File: config.mk
export PLATFORM = sky130hd
export DESIGN_NAME = np_mm_sequencer_flat
export DESIGN_NICKNAME = d
export VERILOG_FILES = /design/src/rtl/np_mm_sequencer_if.sv /design/src/rtl/np_mm_sequencer.sv /design/src/flat_wrapper.sv
export SDC_FILE = /design/constraint.sdc
export NUM_CORES = 1
export LEC_CHECK = 0
export ABC_CLOCK_PERIOD_IN_PS = 3680
export CAP_MARGIN = 20
export CORE_MARGIN = 4
export CORE_UTILIZATION = 46
export DETAILED_ROUTE_END_ITERATION = 6
export GPL_ROUTABILITY_DRIVEN = 1
export PLACE_DENSITY = 0.85
export SYNTH_ARGS = -nofsm -noshare
export SYNTH_HDL_FRONTEND = slang
export SYNTH_SLANG_ARGS = --single-unit
File: constraint.sdc
create_clock -name clock -period 3.68 [get_ports clock]
set_input_delay 0.92 -clock clock [delete_from_list [all_inputs] [get_ports clock]]
set_output_delay 0.92 -clock clock [all_outputs]
set_load 0.05 [all_outputs]
File: src/rtl/np_mm_sequencer_if.sv
// Bundle between np_mm_sequencer and its surroundings: frame-buffer status,
// buffer read address, MAC enable/sum, and the valid/ready result port.
interface np_mm_sequencer_if #(
    parameter int ADDR_WIDTH = 6,
    parameter int NUM_BUF    = 2,
    parameter int OUT_WIDTH  = 32
) ();
    logic [NUM_BUF-1:0]    frame_rdy;
    logic [OUT_WIDTH-1:0]  mac_sum;
    logic                  out_rdy;
    logic [ADDR_WIDTH-1:0] buf_addr;
    logic [NUM_BUF-1:0]    reading_frame;
    logic                  mac_en;
    logic [NUM_BUF-1:0]    frame_done;
    logic [OUT_WIDTH-1:0]  result;
    logic                  result_val;

    modport master (
        input  frame_rdy, mac_sum, out_rdy,
        output buf_addr, reading_frame, mac_en, frame_done, result, result_val
    );

    modport slave (
        output frame_rdy, mac_sum, out_rdy,
        input  buf_addr, reading_frame, mac_en, frame_done, result, result_val
    );
endinterface

File: src/rtl/np_mm_sequencer.sv
// Sequencer feeding np_matrix_mult: walks one VEC_LEN dot product per frame,
// captures the MAC sum into a single-entry valid/ready register, rotates buffers.
module np_mm_sequencer #(
    parameter int VEC_LEN    = 64,
    parameter int ADDR_WIDTH = 6,
    parameter int NUM_BUF    = 2,
    parameter int OUT_WIDTH  = 32
) (
    input  logic              clock,
    input  logic              reset,
    np_mm_sequencer_if.master bus
);

    typedef enum logic [1:0] {IDLE, RUN, TAIL, CAPT} state_t;

    localparam logic [ADDR_WIDTH-1:0] LAST = ADDR_WIDTH'(VEC_LEN - 1);

    state_t                state, state_nxt;
    logic [ADDR_WIDTH-1:0] cnt, cnt_nxt;
    logic                  sel_rdy;

    logic                  mac_en_p1;
    logic [NUM_BUF-1:0]    reading_frame_q;
    logic [NUM_BUF-1:0]    frame_done_p2;
    logic [OUT_WIDTH-1:0]  result_p2;
    logic                  vld_p2;

    function automatic logic [NUM_BUF-1:0] rotl1(input logic [NUM_BUF-1:0] v);
        return {v[NUM_BUF-2:0], v[NUM_BUF-1]};
    endfunction

    // Only the selected buffer may start a frame, and never over a pending result.
    assign sel_rdy = (|(bus.frame_rdy & reading_frame_q)) && (!vld_p2 || bus.out_rdy);

    always_comb begin
        state_nxt = state;
        cnt_nxt   = cnt;
        case (state)
            IDLE: begin
                if (sel_rdy) begin
                    state_nxt = RUN;
                    cnt_nxt   = '0;
                end
            end
            RUN: begin
                if (cnt == LAST) state_nxt = TAIL;
                else             cnt_nxt   = cnt + ADDR_WIDTH'(1);
            end
            TAIL:    state_nxt = CAPT;
            CAPT:    state_nxt = IDLE;
            default: state_nxt = IDLE;
        endcase
    end

    always_ff @(posedge clock or negedge reset) begin
        if (!reset) begin
            state <= IDLE;
            cnt   <= '0;
        end else begin
            state <= state_nxt;
            cnt   <= cnt_nxt;
        end
    end

    // p1: enable lines up with buffer data one cycle after the address.
    // p2: result capture once the last product has landed in mac_sum.
    always_ff @(posedge clock or negedge reset) begin
        if (!reset) begin
            mac_en_p1       <= 1'b0;
            reading_frame_q <= NUM_BUF'(1);
            frame_done_p2   <= '0;
            result_p2       <= '0;
            vld_p2          <= 1'b0;
        end else begin
            mac_en_p1     <= (state == RUN);
            frame_done_p2 <= '0;
            if (state == CAPT) begin
                result_p2       <= bus.mac_sum;
                vld_p2          <= 1'b1;
                frame_done_p2   <= reading_frame_q;
                reading_frame_q <= rotl1(reading_frame_q);
            end else if (vld_p2 && bus.out_rdy) begin
                vld_p2 <= 1'b0;
            end
        end
    end

    assign bus.buf_addr      = (state == RUN) ? cnt : '0;
    assign bus.reading_frame = reading_frame_q;
    assign bus.mac_en        = mac_en_p1;
    assign bus.frame_done    = frame_done_p2;
    assign bus.result        = result_p2;
    assign bus.result_val    = vld_p2;

endmodule

File: src/flat_wrapper.sv
// flat-port wrapper written by rule: the top's interface ports become plain ports
module np_mm_sequencer_flat 
#(
    parameter int VEC_LEN    = 64,
    parameter int ADDR_WIDTH = 6,
    parameter int NUM_BUF    = 2,
    parameter int OUT_WIDTH  = 32
)
  (clock, reset, bus_frame_rdy, bus_mac_sum, bus_out_rdy, bus_buf_addr, bus_reading_frame, bus_mac_en, bus_frame_done, bus_result, bus_result_val);
  np_mm_sequencer_if #(.ADDR_WIDTH(ADDR_WIDTH), .NUM_BUF(NUM_BUF), .OUT_WIDTH(OUT_WIDTH)) bus_i ();
  input  logic clock;
  input  logic reset;
  input wire logic [$bits(bus_i.frame_rdy)-1:0] bus_frame_rdy;
  input wire logic [$bits(bus_i.mac_sum)-1:0] bus_mac_sum;
  input wire logic [$bits(bus_i.out_rdy)-1:0] bus_out_rdy;
  output wire logic [$bits(bus_i.buf_addr)-1:0] bus_buf_addr;
  output wire logic [$bits(bus_i.reading_frame)-1:0] bus_reading_frame;
  output wire logic [$bits(bus_i.mac_en)-1:0] bus_mac_en;
  output wire logic [$bits(bus_i.frame_done)-1:0] bus_frame_done;
  output wire logic [$bits(bus_i.result)-1:0] bus_result;
  output wire logic [$bits(bus_i.result_val)-1:0] bus_result_val;
  assign bus_i.frame_rdy = bus_frame_rdy;
  assign bus_i.mac_sum = bus_mac_sum;
  assign bus_i.out_rdy = bus_out_rdy;
  assign bus_buf_addr = bus_i.buf_addr;
  assign bus_reading_frame = bus_i.reading_frame;
  assign bus_mac_en = bus_i.mac_en;
  assign bus_frame_done = bus_i.frame_done;
  assign bus_result = bus_i.result;
  assign bus_result_val = bus_i.result_val;
  np_mm_sequencer #(.VEC_LEN(VEC_LEN), .ADDR_WIDTH(ADDR_WIDTH), .NUM_BUF(NUM_BUF), .OUT_WIDTH(OUT_WIDTH)) u_core (.clock(clock), .reset(reset), .bus(bus_i));
endmodule
### After elaboration in Yosys (flattened, before gate mapping)

Cells that the tools add are included.

* flip-flop bits (word level): 46
* word-level logic and storage cells: 36

* add/subtract/negate cells: 1
* equal/unequal tests: 7
* mux-type cells: 10
* bitwise gates (word level): 1
* reductions and logical operators: 10

Operator list (count)
* $mux W6: 3
* $pmux W6 S2: 1
* $pmux W2 S4: 1
* $add A6 B1 Y6 const B: 1
* $eq A6 B6 Y1 const B: 1
* $mux W2: 3
* $eq A2 B2 Y1 const B: 2
* $ne A2 B1 Y1 const B: 2
* $reduce_bool A2 Y1: 2
* $reduce_and A3 Y1: 1
* $and A2 B2 Y2: 1
* $eq A2 B1 Y1 const B: 1
* $logic_and A1 B1 Y1: 2
* $logic_not A2 Y1: 1
* $mux W1: 2
* $ne A2 B2 Y1 const B: 1
* $reduce_and A2 Y1: 1
* $reduce_or A2 Y1: 1
* $logic_not A1 Y1: 1
* $logic_or A1 B1 Y1: 1

### Longest topological paths before layout

* word-level depth: 5
* depth in mapped cells: 7

### Worst setup path after synthesis

OpenSTA, ideal clock, no wires.

* kind: flip-flop to output port
* start: register u_core.state[1]
* end: output port bus_buf_addr[3]
* arrival time: 1.197 ns
* required time: 2.760 ns
* slack: 1.563 ns
* stages on the path, launching flop included: 5
* path through: dfrtp_1 inv_1 ha_1 buf_6 and2_1

* cells in the longest elaborated chain, start to end: 2

RTL lines
* from (decl): RTL line np_mm_sequencer.sv:18 `state_t state, state_nxt;`
* from (signal assigned): RTL line np_mm_sequencer.sv:60 `state <= state_nxt;`
* $eq A2 B1 Y1: RTL line np_mm_sequencer.sv:88 `assign bus.buf_addr = (state == RUN) ? cnt : '0;`
* $mux W6: RTL line np_mm_sequencer.sv:88
* to (decl): RTL line flat_wrapper.sv:16 `output wire logic [$bits(bus_i.buf_addr)-1:0] bus_buf_addr;`

No other way between the ends.

### Worst setup path after layout

* start: register u_core.state[1]
* end: output port bus_buf_addr[2]

The elaborated chain is that of the path after synthesis.

==> flow_summary.ini <==
[outcome]
outcome = completed

[clock_network]
cts_buffers = 5
cts.sinks = 46
cts_tree = built
cts.repair.resized = 0
clk_latency_ps = 290
clock_path_buffers = 2
clk_pin_slew_worst_paths_ps = 80
post_cts_buffers = 0
cts_max_level = 2
cts_root_buf = clkbuf_8
ctsHoldBuffers = 0

[placement]
hpwl_mm = 3.293
place_congestion = 0.9301
portBuffers = 80
dpl.cell_count = 262

[setup_path]
crit_type = flip-flop to output port
end_kind = output port
slowest_stage = clkdlybuf4s50_1
path_buf_inv = 2
worstPathCellList = inv_1 -> ha_1 -> and2_1 -> clkdlybuf4s50_1
slowest_delay_ps = 820
arrival_ps = 2220
worst_ep_required_time_ps = 2760
critical_path.max_fanout = 11
cp-start-kind = flip-flop
critPathTopFamily = buffers and inverters

[yosys]
yosys_warnings = 0
synth_largest_area_cell = dfrtp_1
async_flop_share = 1.000
syn_avg_cell_area_um2 = 14.34
synthCells = 136
ys_seq_area_frac = 0.5908
yosys.cell_count.top_type = dfrtp_1
synth-seq-cells = 46
ys_types = 29
synthTopCellsByCount = dfrtp_1 (45), mux2_2 (34), and2_1 (7), ha_1 (6)
synthesis.area_mm2 = 0.001951
synth_enable_flop_cells = 0
syn-num-nets = 179
synthFlopType = dfrtp_1
synth_area_leaders = dfrtp_1 (58%), mux2_2 (20%), ha_1 (3.8%)
synth_top_cell_area_share = 0.5773

[routing]
ant_nets = 0
drt_pass1_iterations = 4
wire_per_inst_um = 15.72
drtIter0Drc = 47
avgViaCountPerCell = 5.155
num_vias = 1397
drcViolationCount = 0
totalWireLength_mm = 4.260

[timing]
slew_headroom = 0.4535
rsz0062_at_grt = false
min_period_ps = 3135
whs_ps = 421.6
worst_pin_slew_ps = 819.7
setup_viol = 0
finalCritPeriodShare = 0.8520
clock_skew_ps = 5.435
hold_viol_final = 0
maxSlewViolCount = 0
setup-tns-final_ps = 0
fmax_ghz = 0.3189

[cells_and_area]
diodes = 0
finish.utilization = 0.7138
fillers = 279
final_nets = 263
area_growth_pct = 48.49
final_cells = 271
drive_above_1_share = 0.2217

[floorplan]
dieArea_mm2 = 0.005347
fp-row-count = 23
fp.dieH_um = 73.12
num_io_pins = 81
start_util = 0.4807
core_area_mm2 = 0.004058
fp.dieW_um = 73.12

[pwr]
p_leak_nw = 1.333
irDropWorstVdd_mv = 0.2160
power_density_mw_per_mm2 = 296.4

[grt]
grt_pass1_vias = 1470
grt_pass1_wl_mm = 6.913
grt_overflow_total = 0
antenna_found_initial = 0
grt_max_degree = 47
globalRouteTotalUtil = 0.1681

[hold_path]
hold_class = input port to async pin

[flow_run]
maxCapViolations = 0
-- layer usage --
metal | global-route usage | share of wire | vias to the layer above
met3 | 0.05096 | 0.094 | 6
li1 | - | - | 651
met4 | 0.05738 | 0.013 | 0
met1 | 0.2077 | 0.41 | 671
met5 | 0 | 0 | -
met2 | 0.2790 | 0.48 | 69
-- area by class of cell --
type	instances	area [um2]	area share
Sequential cell	46	1152	0.3978
Timing Repair Buffer	82	823.3	0.2842
Multi-Input combinational cell	81	752.0	0.2596
Clock buffer	7	86.33	0.02981
Tap cell	50	62.56	0.02160
Inverter	4	15.01	0.005184
Clock inverter	1	5.005	0.001728
-- cells by family (layout without fill, tap and decap cells) --
kind of cell,count (synthesis),count (layout),share of synthesized area
AOI/OAI and AO/OA,13,13,0.05774
adders and majority gates,6,6,0.03849
buffers and inverters,9,94,0.02373
DFF,46,46,0.5908
muxes,36,36,0.2072
and+or+nand+nor,26,26,0.08210
-- worst register-to-register path, stage by stage, from the launching register on --
cell     delay (ps)
dfrtp_1         400
ha_1            710
buf_4           380
mux2_2          380
-- cells in the final DEF (no fill, tap or decap), drive strengths merged, types with 3 or more instances in the layout --
cell type / Yosys / routed
and2: 8 / 8
dfrtp: 45 / 45
clkbuf: 0 / 7
inv: 4 / 4
buf: 5 / 3
nor2: 4 / 4
mux2: 35 / 35
nand3: 3 / 3
a21oi: 4 / 4
clkdlybuf4s50: 0 / 79
ha: 6 / 6
-- final timing paths --
path	startpoint	end	slack (ps)	depth (start not counted)
setup reg to reg	u_core.state[1]	u_core.bus.result[16]	1700	3
setup / recovery	u_core.state[1]	bus_buf_addr[2]	540	4
min in group clock	u_core.bus.result[29]	u_core.bus.result[29]	510	1
max in group asynchronous	reset	u_core.bus.reading_frame[0]	2790	2
hold / removal	reset	u_core.bus.result[22]	420	1
hold reg to reg	u_core.bus.result[29]	u_core.bus.result[29]	510	1
-- sequential cells by signal, summed over array words and instances (netlist names) --
name                      count
u_core.bus.frame_done         2
u_core.bus.mac_en             1
u_core.bus.reading_frame      2
u_core.bus.result            32
u_core.bus.result_val         1
u_core.cnt                    6
u_core.state                  2
-- through the flow --
stage	area, um2	total power, mW	setup slack (ps)
finish	2897	0.8586	544.6
global route	2897	0.8975	416.3
CTS	2877	0.8675	528.4
detailed placement	2785	0.5629	870.5
global placement	2785	0.5617	943.2
floorplan	1951	0.5156	1563
-- power breakdown --
group          switching, mW  leakage (nW)  internal [mW]
combinational         0.0147         0.681         0.0350
sequential                 0         0.604          0.505
clock                  0.152        0.0482          0.151
total                  0.167          1.33          0.691
(Power assumes the default switching activity.)
